--- src/rtl/reflet_reset_ctrl.sv ---
// reflet_reset_ctrl: system reset sequencer.
// Combines the bootstrap pulse (por), a synchronized and debounced reset
// button and a software reset request into one registered active-low reset.
// The output asserts immediately on the board reset. It is released
// synchronously once all requests have stayed clear for the hold time.
// Optional feature macro: REFLET_RESET_CAUSE_EN adds a sticky reset-cause
// register {sw, button, por}. Without the macro, cause reads as zero.
module reflet_reset_ctrl #(
    parameter int SYNC_STAGES     = 2,
    parameter int DEBOUNCE_CYCLES = 16,
    parameter int HOLD_CYCLES     = 8
) (
    input  logic       clk,
    input  logic       reset,
    input  logic       por,
    input  logic       button_n,
    input  logic       sw_reset,
    input  logic       cause_clr,
    output logic       rst_n_out,
    output logic [2:0] cause
);

    localparam int DB_W   = $clog2(DEBOUNCE_CYCLES + 1);
    localparam int HOLD_W = $clog2(HOLD_CYCLES + 1);
    localparam logic [DB_W-1:0]   DB_LAST   = DB_W'(DEBOUNCE_CYCLES - 1);
    localparam logic [HOLD_W-1:0] HOLD_LAST = HOLD_W'(HOLD_CYCLES - 1);

    typedef enum logic [1:0] {
        ST_ASSERT,
        ST_HOLD,
        ST_RUN
    } state_t;

    logic [SYNC_STAGES-1:0] sync_reg;
    logic [SYNC_STAGES-1:0] sync_next;
    logic                   sync_level;
    logic                   db_level_reg;
    logic                   db_level_next;
    logic [DB_W-1:0]        db_cnt_reg;
    logic [DB_W-1:0]        db_cnt_next;
    logic                   btn_req;
    logic                   req;
    state_t                 state_reg;
    state_t                 state_next;
    logic [HOLD_W-1:0]      hold_cnt_reg;
    logic [HOLD_W-1:0]      hold_cnt_next;
    logic                   rst_n_next;

    // Synchronizer chain: stage 0 samples the raw pin, each later stage
    // samples its predecessor.
    generate
        for (genvar gi = 0; gi < SYNC_STAGES; gi++) begin : g_sync
            if (gi == 0) begin : g_head
                assign sync_next[gi] = button_n;
            end else begin : g_tail
                assign sync_next[gi] = sync_reg[gi-1];
            end
        end
    endgenerate

    assign sync_level = sync_reg[SYNC_STAGES-1];

    // Synchronizer registers reset to the released (high) level.
    always_ff @(posedge clk or negedge reset) begin
        if (!reset) begin
            sync_reg <= '1;
        end else begin
            sync_reg <= sync_next;
        end
    end

    // Debounce: the accepted level follows the synchronized level only after
    // DEBOUNCE_CYCLES consecutive differing samples. Any agreement restarts the count.
    always_comb begin
        db_level_next = db_level_reg;
        db_cnt_next   = '0;
        if (sync_level != db_level_reg) begin
            if (db_cnt_reg == DB_LAST) begin
                db_level_next = sync_level;
            end else begin
                db_cnt_next = db_cnt_reg + DB_W'(1);
            end
        end
    end

    // Debounce state registers.
    always_ff @(posedge clk or negedge reset) begin
        if (!reset) begin
            db_level_reg <= 1'b1;
            db_cnt_reg   <= '0;
        end else begin
            db_level_reg <= db_level_next;
            db_cnt_reg   <= db_cnt_next;
        end
    end

    assign btn_req = ~db_level_reg;
    assign req     = por | btn_req | sw_reset;

    // Sequencer: any request returns to ASSERT. Release needs one clear
    // cycle in ASSERT plus HOLD_CYCLES clear cycles in HOLD.
    always_comb begin
        state_next    = state_reg;
        hold_cnt_next = hold_cnt_reg;
        case (state_reg)
            ST_ASSERT: begin
                if (!req) begin
                    state_next    = ST_HOLD;
                    hold_cnt_next = '0;
                end
            end
            ST_HOLD: begin
                if (req) begin
                    state_next = ST_ASSERT;
                end else if (hold_cnt_reg == HOLD_LAST) begin
                    state_next = ST_RUN;
                end else begin
                    hold_cnt_next = hold_cnt_reg + HOLD_W'(1);
                end
            end
            ST_RUN: begin
                if (req) begin
                    state_next = ST_ASSERT;
                end
            end
            default: begin
                state_next = ST_ASSERT;
            end
        endcase
        rst_n_next = (state_next == ST_RUN);
    end

    // State, hold counter and the registered reset output share one edge.
    always_ff @(posedge clk or negedge reset) begin
        if (!reset) begin
            state_reg    <= ST_ASSERT;
            hold_cnt_reg <= '0;
            rst_n_out    <= 1'b0;
        end else begin
            state_reg    <= state_next;
            hold_cnt_reg <= hold_cnt_next;
            rst_n_out    <= rst_n_next;
        end
    end

`ifdef REFLET_RESET_CAUSE_EN
    logic [2:0] cause_reg;
    logic [2:0] cause_next;

    // Sticky cause flags. A set in the same cycle as a clear takes priority.
    // The system reset output does not clear these flags.
    always_comb begin
        cause_next = cause_clr ? 3'b000 : cause_reg;
        cause_next = cause_next | {sw_reset, btn_req, por};
    end

    // Cause register is cleared only by the board reset.
    always_ff @(posedge clk or negedge reset) begin
        if (!reset) begin
            cause_reg <= 3'b000;
        end else begin
            cause_reg <= cause_next;
        end
    end

    assign cause = cause_reg;
`else
    logic unused_cause_clr;
    assign unused_cause_clr = cause_clr;
    assign cause            = 3'b000;
`endif

endmodule

--- config.mk ---
export PLATFORM = sky130hd
export DESIGN_NAME = reflet_reset_ctrl
export DESIGN_NICKNAME = d
export VERILOG_FILES = /design/src/rtl/reflet_reset_ctrl.sv
export SDC_FILE = /design/constraint.sdc
export NUM_CORES = 1
export LEC_CHECK = 0
export CORE_UTILIZATION = 50
export DETAILED_ROUTE_END_ITERATION = 8
export GPL_TIMING_DRIVEN = 0
export PLACE_DENSITY_LB_ADDON = 0.2
export SYNTH_ARGS = -nofsm -noshare
export SYNTH_HDL_FRONTEND = slang
export SYNTH_SLANG_ARGS = --single-unit
--- constraint.sdc ---
create_clock -name clk -period 2.15 [get_ports clk]
set_clock_uncertainty 0.15 [all_clocks]
set_input_delay 0.43 -clock clk [delete_from_list [all_inputs] [get_ports clk]]
set_output_delay 0.43 -clock clk [all_outputs]
set_load 0.02 [all_outputs]
* After elaboration in Yosys (flattened, before gate mapping)
Index checks and enable logic that the tools add are counted.
Widths: inputs -> output; s select.
** Word-level totals
- Output and inout bits :: 4
- Bits of input ports :: 6
- Bits in registers :: 15
- Word-level logic and storage cells :: 35
** Cells by class
- Reduce and logical (&&, ||, !) cells :: 4
- Equality and inequality tests :: 9
- Bitwise operators :: 3
- Mux-type cells :: 11
- $add $sub $neg :: 2
** Operators by type and width (number)
- $mux 4 :: 3
- $mux 5 :: 2
- $mux 2 :: 4
- $pmux 4 s2 :: 1
- $ne 2x2->1 const B :: 3
- $pmux 2 s3 :: 1
- $add 5x1->5 const B :: 1
- $eq 5x4->1 const B :: 1
- $add 4x1->4 const B :: 1
- $eq 2x2->1 const B :: 2
- $eq 4x3->1 const B :: 1
- $reduce_and 4->1 :: 1
- $eq 2x1->1 const B :: 1
- $logic_not 2->1 :: 1
- $or 1x1->1 :: 2
- $reduce_and 2->1 :: 1
- $reduce_bool 2->1 :: 1
- $ne 1x1->1 :: 1
- $not 1->1 :: 1

* Longest topological paths before layout
- Depth after elaboration :: 6
- Depth in mapped cells :: 4

* Worst setup path before layout
OpenSTA, ideal clock, no wires.
- Path kind :: reg2reg
- Start :: register db_level_reg
- End :: register hold_cnt_reg[3]
- Path buffers :: 0
- Required time :: 1874 ps
- Cell stages (with the launch flop) :: 4
- Arrival :: 1206 ps
- Slack :: 668 ps
- Cell sequence :: dfstp_2 -> or4b_4 -> a2bb2oi_2 -> o41ai_1
** On the way
- Word-level cells in the longest chain between the ends :: 5
** Ends and longest elaborated chain
- start: declaration :: line 37 : logic db_level_reg;
- start signal: assignment :: line 92 : db_level_reg <= db_level_next;
- $not 1->1 * :: line 97 : assign btn_req = ~db_level_reg;
- $or 1x1->1 * (2 in a row) :: line 98 : assign req = por | btn_req | sw_reset;
- $ne 2x2->1 (no source line)
- $reduce_and 4->1 (no source line) *
- end signal: assignment :: line 141 : hold_cnt_reg <= hold_cnt_next;
- end: declaration :: line 45 : logic [HOLD_W-1:0] hold_cnt_reg;
Every way passes the cells marked *; elsewhere a longest branch is shown, timed or not.
A chain may end at the register's enable or synchronous reset.

* Worst setup path after layout
- Start :: register rst_n_out
- End :: output rst_n_out
** RTL lines
- start: declaration :: line 19 : output logic rst_n_out,
- start signal: assignment :: line 142 : rst_n_out <= rst_n_next;
No word-level cell between the ends.

==> impl_metrics.toml <==
[die]
design.die.area_um2 = 1550
start_util_pct = 53.8
io_pins = 10
core_area_um2 = 1300
rows = 13
die_h_um = 39.4
die_w_um = 39.4

[setup_path]
cp_num_buf_inv = 1
crit_fanout = 1
cp_cell_sequence = "clkdlybuf4s50_1"
cp_data_required_time_ns = 1.57
critPathKind = "reg -> out"
critPathSlowestCell = "clkdlybuf4s50_1"
cp-start-kind = "flop"
cp-end-kind = "output pin"
cp_data_arrival_time_ns = 1.22
cp_top_family = "buffers and inverters"
max_stage_delay_ns = 0.60

[logic_synthesis]
synth_warnings = 0
syn_avg_cell_area_um2 = 11.3
syn_inst = 62
post_synth_num_cell_types = 26
syn_area_um2 = 699
synth-seq-cells = 15
seq_area_frac_synth_pct = 54.2

[grt]
grt_max_degree = 16
grt_overflow = 0
antenna_found_initial = 0
grt_pass1_vias = 409
grt_first_pass_wirelength_um = 1810
grt_use_total_pct = 18.5

[timing]
setup_viol = 0
worst_slew_pin_slew_ns = 0.655
hold_violations = 0
rsz0062_at_grt = "no"
period_share_pct = 83.5
slew-limit-headroom_pct = 56.2
fmax_ghz = 0.557
setup_tns_ns = 0
hold_ws_ns = 0.213
period_needed_ns = 1.80
drv_slew = 0

[place]
finalWeightedCongestion = 0.830
port-buffer-count = 5
dp_hpwl_um = 796

[run]
cap_viol_max_count = 0

[detailed_routing]
wl_per_cell_um = 12.6
first_iter_violations = 6
dr_total_vias = 474
drtAntennaViolNets = 0
avgViaCountPerCell = 5.39
first_pass_iters = 4
drc = 0
wl_um = 1110

[clock_tree]
cts_sinks = 15
cts_setup_buffers = 0
clkTransAtPathRegs_ns = 0.09
h-tree-depth = 1
cts_hold_buffers = 0
post_cts_resized = 0
cts_tree = "built"
cts-root-buf = "clkbuf_4"
cts_buffers = 3
clock_path_buffers = 2
clock_latency_ns = 0.28

[finish]
nNetsFinal = 82
syn_to_final_growth_pct = 14.8
antenna_cells = 0
largest_reg_flops = 5
layout-drive-gt1-share_pct = 20.5

[min_path]
hp-class = "reg -> reg"

[power_and_ir_drop]
max-vdd-ir-drop_uv = 393
p_leak_nw = 0.373
p_per_area_nw_per_um2 = 609

[outcome]
status = "completed"
## cells in the final DEF, fill, tap and decap left out, drive strengths merged
cell | netlist | layout
o21ai | 1 | 1
clkdlybuf4s50 | 0 | 5
dfrtp | 12 | 12
nand3 | 5 | 5
mux2 | 1 | 1
and3b | 1 | 1
a2bb2oi | 1 | 1
conb | 1 | 3
ha | 2 | 2
nand2b | 1 | 1
dfstp | 3 | 3
inv | 1 | 1
xor2 | 3 | 3
nor4b | 3 | 3
o211ai | 1 | 1
clkinv | 0 | 1
nor2b | 2 | 2
o311ai | 1 | 1
or4b | 1 | 1
o41ai | 1 | 1
nand2 | 5 | 5
and3 | 2 | 2
a21oi | 4 | 4
buf | 3 | 3
clkbuf | 1 | 4
and2 | 2 | 2
nor2 | 4 | 4
## area by class of cell
| type | count | area, µm² |
|---|---|---|
| clock buffers | 3 | 22.5 |
| fillers | 116 | 498 |
| clock inverters | 1 | 5.00 |
| inverters | 1 | 3.75 |
| multi-input cells | 44 | 297 |
| plain buffers | 4 | 27.5 |
| repair buffers | 5 | 50.0 |
| well taps | 15 | 18.8 |
| flip-flops and latches | 15 | 379 |
## path summary, 6_finish.rpt
check | from | endpoint | slack (ns) | cells after the start
max in group asynchronous | reset | rst_n_out | 1.04 | 1
setup / recovery | rst_n_out | rst_n_out | 0.35 | 1
hold reg to reg | sync_reg[0] | sync_reg[1] | 0.21 | 0
hold / removal | sync_reg[0] | sync_reg[1] | 0.21 | 0
setup reg to reg | hold_cnt_reg[0] | hold_cnt_reg[0] | 0.57 | 4
min in group asynchronous | reset | db_cnt_reg[0] | 0.39 | 1
## metal layers
metal	vias up	GRT usage, %	wire length (µm)
met5	-	0	0
met4	0	12.9	14
met3	2	5.11	38
met2	9	23.8	500
met1	226	26.0	556
li1	237	-	-
## logic make-up (layout without fill, tap and decap cells)
family | count (synthesis) | in the layout | synth area share [%]
simple gates | 26 | 26 | 22.5
flops | 15 | 15 | 54.2
compound gates | 9 | 9 | 9.30
buf+inv | 5 | 14 | 4.47
xor+xnor | 3 | 3 | 3.76
fa+ha+maj | 2 | 2 | 3.58
other cells | 1 | 3 | 0.536
mux | 1 | 1 | 1.61
## where the power goes
group	internal [mW]	total [mW]	switching [mW]
Combinational	0.0154	0.0330	0.0176
Clock	0.0690	0.161	0.0916
Sequential	0.291	0.295	0.00484
## metrics by stage
stage / area [µm²] / worst slack (ns) / utilization, % / power [mW] / cells
after CTS: 803 / 0.338 / 61.7 / 0.497 / 88
final: 803 / 0.354 / 61.7 / 0.489 / 88
after detailed placement: 776 / 0.158 / 59.6 / 0.334 / 84
after floorplan: 707 / 0.668 / - / 0.317 / 64
after global routing: 803 / 0.322 / 61.7 / 0.517 / 88
after global placement: 776 / 0.193 / 59.6 / 0.334 / 84
## synth_stat cells
library cell / n / share of area, %
conb_1: 1 / 0.54
or4b_4: 1 / 2.0
clkbuf_2: 1 / 0.71
buf_4: 3 / 3.2
and3_1: 2 / 1.8
mux2_2: 1 / 1.6
nor2b_1: 2 / 1.8
dfrtp_1: 12 / 43
nand2b_1: 1 / 0.90
and2_1: 2 / 1.8
ha_1: 2 / 3.6
a21oi_1: 4 / 2.9
xor2_1: 3 / 3.8
a2bb2oi_2: 1 / 2.1
nor4b_1: 2 / 2.5
and3b_1: 1 / 1.3
o311ai_1: 1 / 1.3
dfstp_2: 3 / 11
nand3_1: 5 / 3.6
nand2_1: 5 / 2.7
o41ai_1: 1 / 1.3
o211ai_1: 1 / 1.1
nor4b_2: 1 / 2.1
o21ai_0: 1 / 0.71
inv_1: 1 / 0.54
nor2_1: 4 / 2.1
Note: power is estimated with default switching activity, not from simulation.
